**config.mk**
```make
export PLATFORM = sky130hd
export DESIGN_NAME = instr_fetch_flat
export DESIGN_NICKNAME = d
export VERILOG_FILES = /design/src/rtl/instr_fetch_if.sv /design/src/rtl/instr_fetch.sv /design/src/flat_wrapper.sv
export SDC_FILE = /design/constraint.sdc
export NUM_CORES = 1
export LEC_CHECK = 0
export BUFFER_PORTS_ARGS = -buffer_cell sky130_fd_sc_hd__buf_2
export CAP_MARGIN = 15
export CORE_MARGIN = 2
export CORE_UTILIZATION = 35
export DETAILED_ROUTE_END_ITERATION = 12
export SYNTH_ARGS = -nofsm -noshare
export SYNTH_HDL_FRONTEND = slang
export SYNTH_SLANG_ARGS = --single-unit
```
**constraint.sdc**
```tcl
create_clock -name clk -period 3.04 [get_ports clk]
set_clock_uncertainty 0.15 [all_clocks]
set_input_delay 0.304 -clock clk [delete_from_list [all_inputs] [get_ports clk]]
set_output_delay 0.304 -clock clk [all_outputs]
set_load 0.05 [all_outputs]
```
**src/rtl/instr_fetch_if.sv**
```systemverilog
// Fetch-stage bundle: controller strobes, ROM port and IR/PC results.
// The slave modport is the fetch stage; master is the controller/ROM side.
interface instr_fetch_if #(
  parameter int unsigned ADDR_W = 7,
  parameter int unsigned DATA_W = 16
) ();
  logic              PC_clr;
  logic              PC_up;
  logic              IR_ld;
  logic [DATA_W-1:0] imem_rdata;
  logic [ADDR_W-1:0] imem_addr;
  logic [ADDR_W-1:0] PC;
  logic [DATA_W-1:0] instruction;
  logic [ADDR_W-1:0] ir_pc;
  logic              ir_valid;
  logic              stall;

  modport master (
    output PC_clr, PC_up, IR_ld, imem_rdata,
    input  imem_addr, PC, instruction, ir_pc, ir_valid, stall
  );

  modport slave (
    input  PC_clr, PC_up, IR_ld, imem_rdata,
    output imem_addr, PC, instruction, ir_pc, ir_valid, stall
  );
endinterface

```
**src/rtl/instr_fetch.sv**
```systemverilog
// Instruction fetch stage: owns PC and IR, hides the one-cycle ROM latency
// by deferring IR loads issued before the ROM word for PC has arrived.
module instr_fetch #(
  parameter int unsigned ADDR_W = 7,
  parameter int unsigned DATA_W = 16
) (
  input logic            clk,
  input logic            rst,
  instr_fetch_if.slave   bus
);
  localparam logic [1:0] ST_WAIT  = 2'd0;
  localparam logic [1:0] ST_READY = 2'd1;
  localparam logic [1:0] ST_PEND  = 2'd2;

  logic [1:0]        state_q, state_d;
  logic [ADDR_W-1:0] pc_q, pc_d;
  logic [DATA_W-1:0] ir_q, ir_d;
  logic [ADDR_W-1:0] ir_pc_q, ir_pc_d;
  logic              ir_valid_q, ir_valid_d;
  logic              stall_q, stall_d;
  logic              inc_pend_q, inc_pend_d;

  always_ff @(posedge clk) begin
    if (rst) begin
      state_q    <= ST_WAIT;
      pc_q       <= '0;
      ir_q       <= '0;
      ir_pc_q    <= '0;
      ir_valid_q <= 1'b0;
      stall_q    <= 1'b0;
      inc_pend_q <= 1'b0;
    end else begin
      state_q    <= state_d;
      pc_q       <= pc_d;
      ir_q       <= ir_d;
      ir_pc_q    <= ir_pc_d;
      ir_valid_q <= ir_valid_d;
      stall_q    <= stall_d;
      inc_pend_q <= inc_pend_d;
    end
  end

  always_comb begin
    state_d    = state_q;
    pc_d       = pc_q;
    ir_d       = ir_q;
    ir_pc_d    = ir_pc_q;
    ir_valid_d = ir_valid_q;
    inc_pend_d = inc_pend_q;

    if (bus.PC_clr) begin
      state_d    = ST_WAIT;
      pc_d       = '0;
      ir_d       = '0;
      ir_pc_d    = '0;
      ir_valid_d = 1'b0;
      inc_pend_d = 1'b0;
    end else begin
      case (state_q)
        ST_WAIT: begin
          // ROM word for PC not back yet: defer a load, keep PC steady for it
          if (bus.IR_ld) begin
            state_d    = ST_PEND;
            inc_pend_d = bus.PC_up;
          end else if (bus.PC_up) begin
            pc_d = pc_q + ADDR_W'(1);
          end else begin
            state_d = ST_READY;
          end
        end
        ST_PEND: begin
          ir_d       = bus.imem_rdata;
          ir_pc_d    = pc_q;
          ir_valid_d = 1'b1;
          if (inc_pend_q) begin
            pc_d       = pc_q + ADDR_W'(1);
            inc_pend_d = 1'b0;
            state_d    = ST_WAIT;
          end else begin
            state_d = ST_READY;
          end
        end
        ST_READY: begin
          if (bus.IR_ld) begin
            ir_d       = bus.imem_rdata;
            ir_pc_d    = pc_q;
            ir_valid_d = 1'b1;
          end
          if (bus.PC_up) begin
            pc_d    = pc_q + ADDR_W'(1);
            state_d = ST_WAIT;
          end
        end
        default: state_d = ST_WAIT;
      endcase
    end

    stall_d = (state_d == ST_PEND);
  end

  assign bus.imem_addr   = pc_q;
  assign bus.PC          = pc_q;
  assign bus.instruction = ir_q;
  assign bus.ir_pc       = ir_pc_q;
  assign bus.ir_valid    = ir_valid_q;
  assign bus.stall       = stall_q;
endmodule

```
**src/flat_wrapper.sv**
```systemverilog
// flat-port wrapper written by rule: the top's interface ports become plain ports
module instr_fetch_flat 
#(
  parameter int unsigned ADDR_W = 7,
  parameter int unsigned DATA_W = 16
)
  (clk, rst, bus_PC_clr, bus_PC_up, bus_IR_ld, bus_imem_rdata, bus_imem_addr, bus_PC, bus_instruction, bus_ir_pc, bus_ir_valid, bus_stall);
  instr_fetch_if #(.ADDR_W(ADDR_W), .DATA_W(DATA_W)) bus_i ();
  input logic clk;
  input logic rst;
  input wire logic [$bits(bus_i.PC_clr)-1:0] bus_PC_clr;
  input wire logic [$bits(bus_i.PC_up)-1:0] bus_PC_up;
  input wire logic [$bits(bus_i.IR_ld)-1:0] bus_IR_ld;
  input wire logic [$bits(bus_i.imem_rdata)-1:0] bus_imem_rdata;
  output wire logic [$bits(bus_i.imem_addr)-1:0] bus_imem_addr;
  output wire logic [$bits(bus_i.PC)-1:0] bus_PC;
  output wire logic [$bits(bus_i.instruction)-1:0] bus_instruction;
  output wire logic [$bits(bus_i.ir_pc)-1:0] bus_ir_pc;
  output wire logic [$bits(bus_i.ir_valid)-1:0] bus_ir_valid;
  output wire logic [$bits(bus_i.stall)-1:0] bus_stall;
  assign bus_i.PC_clr = bus_PC_clr;
  assign bus_i.PC_up = bus_PC_up;
  assign bus_i.IR_ld = bus_IR_ld;
  assign bus_i.imem_rdata = bus_imem_rdata;
  assign bus_imem_addr = bus_i.imem_addr;
  assign bus_PC = bus_i.PC;
  assign bus_instruction = bus_i.instruction;
  assign bus_ir_pc = bus_i.ir_pc;
  assign bus_ir_valid = bus_i.ir_valid;
  assign bus_stall = bus_i.stall;
  instr_fetch #(.ADDR_W(ADDR_W), .DATA_W(DATA_W)) u_core (.clk(clk), .rst(rst), .bus(bus_i));
endmodule
```
# Word-level counts from Yosys, hierarchy flattened
# Index checks and enable logic that the tools add are counted.
[word_totals] reg_bits=35 output_inout_bits=39 elab_cells=41
[classes] n_addsub=1 n_eq_ne=7 muxes=18 n_reduce_logical=8
[op_table] cell="$pmux W16 S2" count=1
[op_table] cell="$mux W7" count=4
[op_table] cell="$pmux W7 S3" count=1
[op_table] cell="$mux W16" count=1
[op_table] cell="$pmux W7 S2" count=1
[op_table] cell="$mux W2" count=4
[op_table] cell="$add A7 B1 Y7 const B" count=1
[op_table] cell="$ne A2 B2 Y1 const B" count=3
[op_table] cell="$pmux W2 S3" count=1
[op_table] cell="$eq A2 B2 Y1 const B" count=2
[op_table] cell="$pmux W1 S2" count=2
[op_table] cell="$reduce_and A2 Y1" count=2
[op_table] cell="$reduce_bool A2 Y1" count=2
[op_table] cell="$mux W1" count=3
[op_table] cell="$reduce_and A3 Y1" count=1
[op_table] cell="$reduce_bool A3 Y1" count=1
[op_table] cell="$eq A2 B1 Y1 const B" count=1
[op_table] cell="$logic_not A2 Y1" count=1
[op_table] cell="$ne A2 B1 Y1 const B" count=1
[op_table] cell="$reduce_or A2 Y1" count=1

# Depth between registers and ports, before layout
[depth] ltp_word=5 mapped_depth=6

# Worst setup path before layout
# Ideal clock, no wire load.
[synth_timing] path_type="reg2reg" startpoint="register u_core.pc_q[0], in the netlist u_core.bus.PC[0]" endpoint="register u_core.pc_q[6], in the netlist u_core.bus.PC[6]" setup_ps=70 arrival_ps=1560 t_required_ps=2820 path_slack_ps=1260 stages_incl_launch_ff=5 synth_period_minus_slack_ps=1780 cell_sequence="dfxtp_1 -> ha_1 -> nand4_1 -> or3_1 -> a21oi_1"
[synth_between] elab_chain_cells=4 word_cells_on_any_way=5 cone_classes="1 x add/sub; 4 x mux"
[synth_lines] element="start: declaration" line_no="instr_fetch.sv:16" text="logic [ADDR_W-1:0] pc_q, pc_d;"
[synth_lines] element="start signal: assignment" line_no="instr_fetch.sv:34" text="pc_q <= pc_d;"
[synth_lines] element="$add A7 B1 Y7 (*)" line_no="instr_fetch.sv:66, instr_fetch.sv:76, instr_fetch.sv:90"
[synth_lines] element="$mux W7" line_no="instr_fetch.sv:65, instr_fetch.sv:89"
[synth_lines] element="$mux W7" line_no="instr_fetch.sv:62" text="if (bus.IR_ld) begin"
[synth_lines] element="$pmux W7 S3 (*)" line_no="instr_fetch.sv:59" text="case (state_q)"
# Mark *: on every way between the ends. The rest lies on a longest branch, timed or not. The select of a mux whose other input is x is not followed.
# A chain may end at the register's enable or synchronous reset.

# Worst setup path after layout
[layout_timing] startpoint="register u_core.state_q[1]" endpoint="register u_core.ir_q[15], in the netlist u_core.bus.instruction[15]"
[layout_between] elab_chain_cells=3 word_cells_on_any_way=6 cone_classes="3 x eq/ne; 1 x mux; 2 x reduce/logical"
[layout_lines] element="start: declaration" line_no="instr_fetch.sv:15" text="logic [1:0] state_q, state_d;"
[layout_lines] element="start signal: assignment" line_no="instr_fetch.sv:33" text="state_q <= state_d;"
[layout_lines] element="$eq A2 B1 Y1 or $eq A2 B2 Y1 (tied branches)" line_no="instr_fetch.sv:59"
[layout_lines] element="$ne A2 B2 Y1 (no line) or $reduce_bool A2 Y1 (tied branches)"
[layout_lines] element="$reduce_and A2 Y1 (no line)"
[layout_lines] element="end signal: assignment" line_no="instr_fetch.sv:35" text="ir_q <= ir_d;"
[layout_lines] element="end: declaration" line_no="instr_fetch.sv:17" text="logic [DATA_W-1:0] ir_q, ir_d;"
# Several ways; a longest one is shown, not always the timed one.

==> flow_summary.json <==
{
  "status": "finished, final reports clean",
  "cts.clk_slew.worst_paths_ns": 0.07,
  "synthCells": 168,
  "synth_top_area_share_pct": 49.8,
  "die_y_um": 67.4,
  "io_buffers": 59,
  "gp_congestion": 0.674,
  "postCtsHoldBufs": 0,
  "p_per_area_nw_per_um2": 500,
  "grt_usage_pct": 14.3,
  "relSlewSlack_pct": 49.4,
  "grt_pass1_vias": 1089,
  "cts.sinks": 35,
  "post_cts_resized": 0,
  "critPathKind": "flop to flop",
  "cap_violations": 0,
  "internal-power_uw": 655,
  "io_pins": 60,
  "drtIter0Drc": 64,
  "fmax_ghz": 0.570,
  "ys_types": 28,
  "cts_buffers": 5,
  "start_util_pct": 35.7,
  "final_cell_mix": "buf_2, nand2_1, dfxtp_1, a21oi_1, nor2_1",
  "setup_viol": 0,
  "synth-seq-area-share_pct": 49.8,
  "synth_edf_count": 0,
  "htree_levels": 2,
  "cts_tree": "built",
  "yosysWarnings": 0,
  "ant_nets": 0,
  "final_common_cell": "buf_2",
  "via_per_inst": 4.57,
  "grt_max_degree": 36,
  "wl_mm": 2.97,
  "avgSynthCellArea_um2": 8.38,
  "slew_viol_final": 0,
  "p_sw_share_pct": 25.1,
  "holdWs_ns": 0.117,
  "fin_crit_ns": 1.76,
  "tightest_slew_ns": 0.759,
  "p_clk_share_pct": 35.9,
  "worstPathMaxFanout": 24,
  "yosys_register_bits": 35,
  "hold_viol": 0,
  "combPwrFrac_pct": 10.2,
  "p_leak_uw": 0.000754,
  "cp.required_ns": 3.09,
  "postCtsSetupBuffers": 0,
  "grt.overflow.total": 0,
  "startpoint_type": "flop",
  "drive_above_1_share_pct": 32.7,
  "clockRootBuffer": "clkbuf_8",
  "clock_path_buffers": 2,
  "ir_drop_uv": 284,
  "std_cell_rows": 23,
  "dieArea_um2": 4540,
  "synthTopCellsByArea": "dfxtp_1, nand2_1, a21oi_1",
  "syn_to_final_growth_pct": 24.4,
  "synth_flop_cell": "dfxtp_1",
  "nNetsFinal": 241,
  "first_pass_iters": 4,
  "period_share_pct": 57.8,
  "ys_async_sr_fraction_pct": 0,
  "syn_nets": 190,
  "clkLatencyLatePin_ns": 0.27,
  "syn_area_um2": 1410,
  "grt_pass1_wl_mm": 4.82,
  "rsz0062_at_grt": "false",
  "routed-via-count": 1234,
  "antenna_found_initial": 0,
  "crit_path_max_incr_delay_ns": 0.64,
  "remaining_drc_errors": 0,
  "diodes": 0,
  "power_frac_seq_pct": 53.9,
  "min_path_type": "input pin to flop",
  "crit_slowest_cell": "a21o_1",
  "dp_hpwl_mm": 2.04,
  "die_w_um": 67.4,
  "critPathCaptureType": "flop",
  "drt-wirelength-per-cell_um": 11.0,
  "synth_top_area_cell": "dfxtp_1",
  "arrival_ns": 1.81,
  "crit_chain": "and2b_1 > a21o_1 > nand2_1 > a21oi_1",
  "fin_setup_tns_ns": 0,
  "floorplan.core_area_um2": 3940,
  "switchingPower_uw": 220
}
[cell usage after synthesis (2+ instances only)]
library cell   n
a21oi_1       30
buf_2          2
buf_4          9
clkbuf_1       4
dfxtp_1       35
nand2_1       51
nand4_1        2
nor2_1         7
nor3b_1        2
o21ai_0        5
or3_1          4
[cell families after synthesis]
logic type,count (synthesis),synth area share [%]
AO/OA/AOI/OAI,41,17.6
XOR/XNOR,1,0.622
adder cells (fa/ha/maj),1,0.889
buffers and inverters,17,7.64
flip-flops,35,49.8
AND/OR/NAND/NOR,73,23.5
[critical path, delay by kind of cell (launching register included)]
kind | cells | cell delay [ns]
flip-flops | 1 | 0.33
AND/OR/NAND/NOR | 2 | 0.40
AO/OA/AOI/OAI | 2 | 0.80
[per-stage QoR]
step	utilization (%)	total power, uW	area (um2)	worst slack [ns]	std cells
CTS	44.4	886	1750	1.27	270
floorplan	-	547	1410	1.26	168
detailed placement	42.3	572	1670	1.23	262
finish	44.4	875	1750	1.28	270
global placement	42.3	571	1670	1.27	262
global route	44.4	917	1750	1.10	270
[layout make-up]
| class | instances | area, um2 |
|---|---|---|
| Timing Repair Buffer | 60 | 303 |
| Inverter | 1 | 3.75 |
| Fill cell | 415 | 2190 |
| Sequential cell | 35 | 701 |
| Clock inverter | 1 | 5.00 |
| Multi-Input combinational cell | 116 | 599 |
| Clock buffer | 7 | 76.3 |
| Tap cell | 50 | 62.6 |
[power by group through the flow]
stage          clock [uW]  combinational, uW  sequential (uW)
2_1_floorplan           0               47.7              499
3_3_place_gp            0               89.4              482
3_5_place_dp            0               90.0              482
4_1_cts               324               90.5              471
5_1_grt               347               98.2              472
6_report              314               89.3              471
[routing by layer]
metal  global-route usage, %  share of wire (%)  vias up
li1                        -                  -      652
met1                    18.5                 49      538
met5                       0                  0        -
met4                    4.59               0.61        0
met3                    5.50                7.6        2
met2                    21.9                 43       42
[flip-flops by register name, summed over array words and instances (netlist names)]
name	count
u_core.bus.PC	7
u_core.bus.instruction	16
u_core.bus.ir_pc	7
u_core.bus.ir_valid	1
u_core.bus.stall	1
u_core.inc_pend_q	1
u_core.state_q	2
[path summary, 6_finish.rpt]
path	from	to	slack, ns	depth (start not counted)
worst min register to register	u_core.bus.instruction[10]	u_core.bus.instruction[10]	0.30	2
worst max register to register	u_core.state_q[1]	u_core.bus.instruction[15]	1.28	4
worst min-delay path	bus_imem_rdata[0]	u_core.bus.instruction[0]	0.12	3
worst max-delay path	u_core.state_q[1]	u_core.bus.instruction[15]	1.28	4
Note: power is estimated with default switching activity, not from simulation.
